**src/rtl/seg_pkg.sv**
```systemverilog
// Shared 7-segment constants and hex decode, common to the display encoder and the scan decoder.
package seg_pkg;

  localparam int unsigned NUM_DIGITS = 4;
  localparam int unsigned SEG_W      = 8;

  // Active-low g..a patterns for 0..F; dp is not part of the table.
  localparam logic [6:0] HEX_PAT [16] = '{
    7'h40, 7'h79, 7'h24, 7'h30, 7'h19, 7'h12, 7'h02, 7'h78,
    7'h00, 7'h10, 7'h08, 7'h03, 7'h46, 7'h21, 7'h06, 7'h0E
  };

  function automatic logic [4:0] hex_decode(input logic [6:0] pat);
    logic [4:0] res;
    res = 5'h00;
    for (int i = 0; i < 16; i++) begin
      if (pat == HEX_PAT[i]) begin
        res = {1'b1, 4'(i)};
      end
    end
    return res;
  endfunction

endpackage

```
**src/rtl/seg_hex_lut.sv**
```systemverilog
// Combinational 7-bit segment pattern to {ok, nibble}; unknown patterns give ok=0, nibble=0.
module seg_hex_lut
  import seg_pkg::*;
(
  input  logic [6:0] pat_i,
  output logic [3:0] nib_o,
  output logic       ok_o
);

  assign {ok_o, nib_o} = hex_decode(pat_i);

endmodule

```
**src/rtl/seg_scan_decoder.sv**
```systemverilog
// Rebuilds the 4-digit frame from the multiplexed active-low seg/an interface.
// Optional strict one-hot select checking is enabled with SEGDEC_ONEHOT_CHECK_EN.
module seg_scan_decoder
  import seg_pkg::*;
#(
  parameter int unsigned SETTLE  = 4,
  parameter int unsigned TIMEOUT = 2000000
) (
  input  logic                          clk,
  input  logic                          rst_n,
  input  logic [SEG_W-1:0]              seg,
  input  logic [NUM_DIGITS-1:0]         an,
  output logic [NUM_DIGITS*SEG_W-1:0]   digits,
  output logic [NUM_DIGITS*4-1:0]       hex,
  output logic [NUM_DIGITS-1:0]         hex_ok,
  output logic                          frame_valid,
  output logic                          frame_changed,
  output logic                          stale,
  output logic                          err_an
);

  localparam int unsigned DW = $clog2(SETTLE + 1);
  localparam int unsigned TW = $clog2(TIMEOUT + 1);

  logic [SEG_W-1:0]            seg_q;
  logic [NUM_DIGITS-1:0]       an_q, an_prev_q;
  logic [DW-1:0]               dwell_q, dwell_d;
  logic [TW-1:0]               tmo_q, tmo_d;
  logic [NUM_DIGITS*SEG_W-1:0] slots_q, slots_d;
  logic [NUM_DIGITS-1:0]       got_q, got_d;
  logic [NUM_DIGITS*SEG_W-1:0] digits_q, digits_d;
  logic [NUM_DIGITS*4-1:0]     hex_q, hex_d;
  logic [NUM_DIGITS-1:0]       hex_ok_q, hex_ok_d;
  logic                        fv_q, fv_d, fc_q, fc_d;
  logic                        stale_q, stale_d, err_q, err_d;

  logic                        sel_valid_s, capture_s, frame_done_s, tmo_hit_s, sel_clr_s;
  logic [1:0]                  sel_idx_s;
  logic [NUM_DIGITS*4-1:0]     lut_nib_s;
  logic [NUM_DIGITS-1:0]       lut_ok_s;

  for (genvar g = 0; g < NUM_DIGITS; g++) begin : g_lut
    seg_hex_lut u_lut (
      .pat_i (slots_q[g*SEG_W +: 7]),
      .nib_o (lut_nib_s[g*4 +: 4]),
      .ok_o  (lut_ok_s[g])
    );
  end

  // Select classification: exactly one low enable names the active digit.
  always_comb begin
    sel_valid_s = 1'b1;
    sel_idx_s   = 2'd0;
    case (an_q)
      4'hE:    sel_idx_s = 2'd0;
      4'hD:    sel_idx_s = 2'd1;
      4'hB:    sel_idx_s = 2'd2;
      4'h7:    sel_idx_s = 2'd3;
      default: sel_valid_s = 1'b0;
    endcase
  end

`ifdef SEGDEC_ONEHOT_CHECK_EN
  assign sel_clr_s = (an_q != 4'hF) && !sel_valid_s;
  assign err_d     = err_q | sel_clr_s;
`else
  assign sel_clr_s = 1'b0;
  assign err_d     = 1'b0;
`endif

  always_comb begin
    dwell_d      = dwell_q;
    tmo_d        = tmo_q;
    slots_d      = slots_q;
    got_d        = got_q;
    digits_d     = digits_q;
    hex_d        = hex_q;
    hex_ok_d     = hex_ok_q;
    fv_d         = 1'b0;
    fc_d         = 1'b0;
    stale_d      = stale_q;

    if (!sel_valid_s || (an_q != an_prev_q)) begin
      dwell_d = '0;
    end else if (dwell_q != DW'(SETTLE)) begin
      dwell_d = dwell_q + DW'(1);
    end else begin
      dwell_d = dwell_q;
    end
    // The counter passes SETTLE-1 exactly once per dwell, so this fires once.
    capture_s = sel_valid_s && (dwell_d == DW'(SETTLE - 1));

    if (capture_s) begin
      tmo_d = '0;
    end else if (tmo_q != TW'(TIMEOUT)) begin
      tmo_d = tmo_q + TW'(1);
    end else begin
      tmo_d = tmo_q;
    end
    tmo_hit_s    = !capture_s && (tmo_d == TW'(TIMEOUT));
    frame_done_s = (got_q == 4'hF);

    if (frame_done_s) begin
      digits_d = slots_q;
      hex_d    = lut_nib_s;
      hex_ok_d = lut_ok_s;
      fv_d     = 1'b1;
      fc_d     = (slots_q != digits_q);
      stale_d  = 1'b0;
    end else if (tmo_hit_s) begin
      stale_d  = 1'b1;
    end else begin
      stale_d  = stale_q;
    end

    if (frame_done_s || tmo_hit_s || sel_clr_s) begin
      got_d = '0;
    end else begin
      got_d = got_q;
    end
    // A capture in the completion cycle survives the clear above.
    if (capture_s) begin
      slots_d[{sel_idx_s, 3'b000} +: 8] = seg_q;
      got_d[sel_idx_s]                  = 1'b1;
    end else begin
      slots_d = slots_q;
    end
  end

  // State and output registers.
  always_ff @(posedge clk or negedge rst_n) begin
    if (!rst_n) begin
      seg_q     <= '0;
      an_q      <= '0;
      an_prev_q <= '0;
      dwell_q   <= '0;
      tmo_q     <= '0;
      slots_q   <= '0;
      got_q     <= '0;
      digits_q  <= '0;
      hex_q     <= '0;
      hex_ok_q  <= '0;
      fv_q      <= 1'b0;
      fc_q      <= 1'b0;
      stale_q   <= 1'b0;
      err_q     <= 1'b0;
    end else begin
      seg_q     <= seg;
      an_q      <= an;
      an_prev_q <= an_q;
      dwell_q   <= dwell_d;
      tmo_q     <= tmo_d;
      slots_q   <= slots_d;
      got_q     <= got_d;
      digits_q  <= digits_d;
      hex_q     <= hex_d;
      hex_ok_q  <= hex_ok_d;
      fv_q      <= fv_d;
      fc_q      <= fc_d;
      stale_q   <= stale_d;
      err_q     <= err_d;
    end
  end

  assign digits        = digits_q;
  assign hex           = hex_q;
  assign hex_ok        = hex_ok_q;
  assign frame_valid   = fv_q;
  assign frame_changed = fc_q;
  assign stale         = stale_q;
  assign err_an        = err_q;

endmodule

```
**config.mk**
```make
export PLATFORM = sky130hd
export DESIGN_NAME = seg_scan_decoder
export DESIGN_NICKNAME = d
export VERILOG_FILES = /design/src/rtl/seg_pkg.sv /design/src/rtl/seg_hex_lut.sv /design/src/rtl/seg_scan_decoder.sv
export SDC_FILE = /design/constraint.sdc
export NUM_CORES = 1
export LEC_CHECK = 0
export ABC_AREA = 0
export CORE_MARGIN = 2
export CORE_UTILIZATION = 62
export CTS_CLUSTER_DIAMETER = 120
export DETAILED_ROUTE_END_ITERATION = 8
export HOLD_SLACK_MARGIN = 0.06
export PLACE_DENSITY = 0.84
export SYNTH_ARGS = -nofsm -noshare
export SYNTH_HDL_FRONTEND = slang
export SYNTH_SLANG_ARGS = --single-unit
```
**constraint.sdc**
```tcl
create_clock -name clk -period 6.2 [get_ports clk]
set_input_delay 1.86 -clock clk [delete_from_list [all_inputs] [get_ports clk]]
set_output_delay 1.86 -clock clk [all_outputs]
set_load 0.005 [all_outputs]
```
Word level (Yosys, flattened, before mapping)
Cells that the tools add are included.
- shift operators: 2
- add/subtract/negate cells: 3
- mux-type cells: 79
- bitwise gates (word level): 1
- reductions and logical operators: 13
- equal/unequal tests: 71
- $lt $le $gt $ge: 2
- operators with widths (kind ; number):
    5-bit two-way mux ; 64
    7-bit equality test (second input constant) ; 16
    7-bit by 5-bit equality test with 1-bit output (second input constant) ; 12
    7-bit by 6-bit equality test with 1-bit output (second input constant) ; 12
    7-bit by 2-bit equality test with 1-bit output (second input constant) ; 8
    7-bit by 4-bit equality test with 1-bit output (second input constant) ; 8
    21-bit two-way mux ; 2
    32-bit bitwise mux ; 1
    32-bit inequality test ; 1
    8-bit by 7-bit variable shift with 32-bit output (first input constant) ; 1
    8-bit by 7-bit indexed part select with 32-bit output ; 1
    7-bit by 3-bit equality test with 1-bit output (second input constant) ; 4
    7-bit logical NOT ; 4
    21-bit by 1-bit adder with 21-bit output (second input constant) ; 1
    21-bit equality test (second input constant) ; 1
    21-bit inequality test (second input constant) ; 1
    4-bit equality test (second input constant) ; 4
    4-bit two-way mux ; 2
    5-bit negator with 7-bit output ; 1
    1-bit two-way mux ; 6
    3-bit two-way mux ; 2
    2-bit case mux with 3 select lines ; 1
    4-bit by 3-bit equality test with 1-bit output (second input constant) ; 1
    4-bit inequality test ; 1
    12 further kinds ; 16
- input bits: 14
- register bits after elaboration: 131
- output and inout port bits: 56
- word-level logic and storage cells: 184

Longest topological paths before layout
Gate-level depths: netlist (run 1).
- depth after elaboration: 17
- mapped depth: 10
- gate-level depth less buffers: 8

Hierarchy
A second synthesis (run 1) with hierarchy kept.
- cell total of the unflattened synthesis: 857
- area, all modules: 7624.8 um^2
- modules (own cells, without submodules) (module ; cells each ; seq. area each (um^2) ; times used ; area each (um^2)):
    seg_scan_decoder ; 613 ; 3278.1 ; 1 ; 5843.1
    seg_hex_lut ; 61 ; 0.0 ; 4 ; 445.4

Worst setup path after synthesis (run 1)
OpenSTA, ideal clock, no wires.
- path type: flip-flop to output port
- start: register digits_q[0] (netlist: digits[0])
- end: output digits[0]
- data arrival time: 383 ps
- slack: 3957 ps
- stages on the path, launching flop included: 1
- required time: 4340 ps
- cell sequence: dfrtp_1
- RTL lines (item ; line ; RTL):
    start, declared ; seg_scan_decoder.sv:31 ; logic [NUM_DIGITS*SEG_W-1:0] digits_q, digits_d;
    start signal, assigned ; seg_scan_decoder.sv:155 ; digits_q <= digits_d;
    end, declared ; seg_scan_decoder.sv:13 ; output logic [NUM_DIGITS*SEG_W-1:0] digits,
No word-level cell between the ends.

Worst setup path after layout (run 1)
- start: register digits_q[21] (netlist: digits[21])
- end: output digits[21]
No word-level cell between the ends.

==> results.cfg, run 1 <==
[status]
status = completed

[critical_path]
cp_slowest_stage_delay_ns = 0.53
critPathLaunchType = register
required_ns = 4.34
crit_arrival_ns = 1.47
crit_buf_inv = 1
crit_family = buffers and inverters
cp-end-kind = output pin
cp_max_fo = 3
critical-path-slowest-cell = clkdlybuf4s50_1
worstPathCellList = clkdlybuf4s50_1
critical_path_class = reg -> out

[synth]
synth_cell_types = 67
syn_area_um2 = 6970
synthTopCellsByCount = 192 x nand2_1, 131 x dfrtp_1, 75 x nor2_1, 54 x o21ai_0, 44 x xnor2_1
synthArstFlopShare = 1.00
synth_edf_count = 0
yosysTopAreaCellShare = 0.471
synth_flop_cell = dfrtp_1
synth_warnings = 0
synth_seq_cells = 131
synth_cells = 795
synth_seq_area_share = 0.471
synthTopCellsByArea = dfrtp_1 47%, nand2_1 10%, xnor2_1 5.5%
synth_nets = 820
synth_top_area_cell = dfrtp_1
syn_avg_cell_area_um2 = 8.76
yosysMostFrequentCell = nand2_1

[placed_design]
placedCellCount = 958
port_buffers = 68
placed_area_um2 = 7630
gp_congestion = 0.878
hpwl_mm = 10.9

[detailed_routing]
viasPerCell = 6.05
wl_per_cell_um = 17.0
wl_met2_mm = 8.25
via_count = 5992
drt-met1-wl_mm = 7.14
firstDrtPassIters = 7
drc = 0
totalWireLength_mm = 16.8
dr_wl_met3_mm = 1.15
top_layer_used = met4
drt_iter0_markers = 555
ant_nets = 0

[clock_tree]
clock-root-buffer = clkbuf_8
clock_path_buffers = 2
cts.sinks = 131
cts_tree = yes
path_clk_slew_ns = 0.06
cts.repair.resized = 0
clock_latency_ns = 0.52
hold_buffers = 0
post_cts_buffers = 0
numCtsBuffers = 17
cts_max_level = 4

[floorplanning]
dieWidth_um = 110
die_y_um = 110
io_pins = 70
dieArea_um2 = 12100
rows = 38
core-area_um2 = 10900
start_util = 0.640

[cells_and_area]
drive_above_1_share = 0.0612
num_antenna_cells = 0
fill_cells = 760
area_delta_synth_final_pct = 18.6
fin_area_um2 = 8260
stdcell_count = 990
finalNetCount = 862
fin_util = 0.759

[power_and_ir_drop]
p_leak_nw = 3.59
ir_worst_vdd_v = 0.000184
pwr_density_cell_nw_per_um2 = 256

[timing]
hold_viol_final = 0
worst_hold_slack_ns = 0.477
period_needed_ns = 3.33
max_freq_mhz = 300
slew_headroom = 0.315
rsz0062_at_grt = false
final.period_utilization = 0.537
finalSetupViolCount = 0
worst_pin_slew_ns = 1.03
clock-skew-final_ns = 0.00705
fin_tns_setup_ns = 0
slew_viol_final = 0

[min_path]
hold_path_class = reg -> reg

[grt]
grt_util_all_layers = 0.296
grt_overflow = 0
grt_pass1_wl_mm = 27.9
antenna_found_initial = 0
grt_max_degree = 83
grt_pass1_vias = 5692

[flow_run]
maxCapViolCount = 0
registers in the layout, indices dropped and copies added, names as in the netlist:
register,count
slots_q,32
frame_valid,1
seg_q,8
digits,32
an_q,4
stale,1
dwell_q,3
tmo_q,21
got_q,4
an_prev_q,4
hex,16
frame_changed,1
hex_ok,4
cell families after synthesis:
family,after synthesis,share of synthesized area
other,1,0.000538
buffers and inverters,63,0.0390
adder cells (fa/ha/maj),11,0.0198
flip-flops,131,0.471
AO/OA/AOI/OAI,131,0.117
multiplexers,7,0.0102
XOR/XNOR,66,0.0830
AND/OR/NAND/NOR,385,0.260
where the power goes:
group,switching (W),internal (W),total [W]
Combinational,0.0000775,0.0000517,0.000129
Clock,0.000377,0.000685,0.00106
Sequential,0.0000449,0.000881,0.000925
layout make-up:
cell class	count	area (um2)	share of cell area
Tap cell	140	175	0.0212
Clock buffer	20	455	0.0551
Clock inverter	12	179	0.0217
Sequential cell	131	3280	0.397
Timing Repair Buffer	72	708	0.0857
Multi-Input combinational cell	601	3420	0.413
Inverter	14	52.6	0.00636
cell usage in the layout, fill, tap and decap left out, drive strengths merged, types with 6 or more instances in the layout:
| cell type | instances |
|---|---|
| a21oi | 22 |
| a31oi | 10 |
| a41oi | 6 |
| clkbuf | 20 |
| clkdlybuf4s50 | 67 |
| dfrtp | 131 |
| ha | 11 |
| inv | 14 |
| mux2i | 6 |
| nand2 | 193 |
| nand3 | 15 |
| nand4 | 23 |
| nor2 | 75 |
| nor2b | 11 |
| nor3 | 19 |
| nor3b | 6 |
| nor4 | 9 |
| o21a | 6 |
| o21ai | 56 |
| xnor2 | 44 |
| xor2 | 22 |
worst reg2reg max path, cell delays in order (launching register included):
cell,delay (ns)
dfrtp_1,0.45
xor2_1,0.17
and3_1,0.31
o21ai_1,0.21
nor4b_4,0.25
buf_4,0.34
nand2_1,0.41
nand2_1,0.20
o21ai_0,0.11
worst paths after layout:
| check | cells past startpoint | slack (ns) | end | startpoint |
|---|---|---|---|---|
| min in group asynchronous | 1 | 1.51 | hex_ok[0] | rst_n |
| min reg2reg | 2 | 0.48 | hex[5] | hex[5] |
| max in group asynchronous | 2 | 3.50 | seg_q[1] | rst_n |
| max | 1 | 2.87 | digits[21] | digits[21] |
| max reg2reg | 8 | 3.62 | slots_q[5] | an_q[3] |
| min | 2 | 0.48 | hex[5] | hex[5] |
through the flow:
step | setup slack, ns | total power (W)
CTS | 2.86 | 0.00212
floorplan | 3.96 | 0.00101
detailed placement | 2.86 | 0.00106
global route | 2.84 | 0.00218
finish | 2.87 | 0.00212
global placement | 2.92 | 0.00106
routing by layer:
layer,up-vias,track usage
li1,2793,-
met4,0,0.103
met5,-,0
met3,26,0.0470
met2,272,0.473
met1,2901,0.411
(Power assumes the default switching activity.)
==> inputs of run 2 (changes only) <==
CORE_UTILIZATION = 52   (was 62)
PLACE_DENSITY = 0.75   (was 0.84)
clock period = 2.96 ns   (was 6.2 ns; I/O delays follow)
==> run 2 against run 1 <==
Net effect:
- combinational power is 110% higher
- clock-buffer cell count is 3 higher
- wire length is 1.8% lower
- core utilization is 13 points lower
- first-iteration DRC count is 3.8% lower
- critical endpoint is now slots_q[26]
- largest cell class unchanged
==> results.cfg, run 2 (synthesis results as in run 1) <==
[floorplanning]
start_util = 0.530
rows = 42
dieArea_um2 = 14300
dieWidth_um = 120
io_pins = 70
die_y_um = 120
core-area_um2 = 13100

[critical_path]
critPathLaunchType = register
cp-startpoint = an_q[3]
cp_max_fo = 8
cp-end-kind = register
critical_path_class = reg -> reg
r2r_cells = 7
regToRegStartpoint = an_q[3]
ff2ff_setup_slack_ns = 0.47
endpoint = slots_q[26]
crit_arrival_ns = 2.82
required_ns = 3.29
reg2reg_to = slots_q[26]

[clock_tree]
numCtsBuffers = 17
cts.repair.resized = 0
clock_path_buffers = 2
hold_buffers = 0
clock-root-buffer = clkbuf_16
path_clk_slew_ns = 0.05
cts_tree = yes
clock_latency_ns = 0.42
post_cts_buffers = 0
cts_max_level = 4
cts.sinks = 131

[flow_run]
maxCapViolCount = 0

[grt]
grt_max_degree = 57
grt_pass1_vias = 5502
antenna_found_initial = 0
grt_util_all_layers = 0.242
grt_overflow = 0
grt_pass1_wl_mm = 27.5

[detailed_routing]
totalWireLength_mm = 16.5
viasPerCell = 5.68
wl_per_cell_um = 16.0
drt_iter0_markers = 534
ant_nets = 0
firstDrtPassIters = 6
drc = 0
via_count = 5840

[timing]
finalSetupViolCount = 0
final.period_utilization = 0.841
rsz0062_at_grt = false
period_needed_ns = 2.49
worst_hold_slack_ns = 0.389
fin_tns_setup_ns = 0
hold_viol_final = 0
worst_pin_slew_ns = 0.838
clock-skew-final_ns = 0.00776
slew_viol_final = 0
slew_headroom = 0.437
setup_ws_ns = 0.469
max_freq_mhz = 401

[cells_and_area]
num_antenna_cells = 0
final_cell_mix = 192 x nand2_1, 131 x dfrtp_1, 75 x nor2_1
drive_above_1_share = 0.0610
area_delta_synth_final_pct = 19.0
fin_util = 0.631
finalNetCount = 865
stdcell_count = 1029
layout_commonest_cell = nand2_1

[placed_design]
hpwl_mm = 11.5
placedCellCount = 997
port_buffers = 68
gp_congestion = 0.918
place_ws_ns = 0.445

[min_path]
hold_path_class = in -> async

[power_and_ir_drop]
pwr_density_cell_nw_per_um2 = 515
p_leak_nw = 3.59
ir_worst_vdd_v = 0.000374

[status]
status = completed
[run 2: power by group]
| part | internal [W] | leakage, nW | switching (W) |
|---|---|---|---|
| clock network | 0.00130 | 0.283 | 0.000755 |
| registers | 0.00185 | 1.78 | 0.0000914 |
| logic | 0.000112 | 1.52 | 0.000165 |
[run 2: per-layer routing]
layer	share of wire	track usage	vias to the layer above
met1	0.45	0.337	2849
li1	-	-	2807
met5	0	0	-
met3	0.050	0.0428	13
met2	0.48	0.382	171
met4	0.012	0.0919	0
[run 2: metrics by stage]
stage	cell area, um2	power (W)
floorplan	6970	0.00212
global placement	7710	0.00222
detailed placement	7710	0.00224
CTS	8290	0.00431
global route	8290	0.00442
finish	8290	0.00427
[run 2: critical path: stages, from the launching register on]
cell and delay [ns]:
dfrtp_1 0.44, xor2_1 0.17, and3_1 0.31, inv_1 0.12
ha_1 0.34, nor3_1 0.69, nand2_1 0.14, o21ai_0 0.19
[run 2: worst min-delay path by stage]
stage / from / endpoint / slack [ns]
finish: rst_n / hex[3] / 0.39
global route: rst_n / hex[3] / 0.41
detailed placement: an_q[2] / an_prev_q[2] / 0.46
CTS: rst_n / hex[3] / 0.39
floorplan: an_q[2] / an_prev_q[2] / 0.44
global placement: an_q[2] / an_prev_q[2] / 0.45
[run 2: area by class of cell]
| class | count | area [um2] |
|---|---|---|
| clock buffers | 23 | 478 |
| clock inverters | 9 | 104 |
| fillers | 1098 | 4850 |
| inverters | 14 | 52.6 |
| multi-input cells | 601 | 3420 |
| flip-flops and latches | 131 | 3280 |
| well taps | 176 | 220 |
| repair buffers | 75 | 743 |
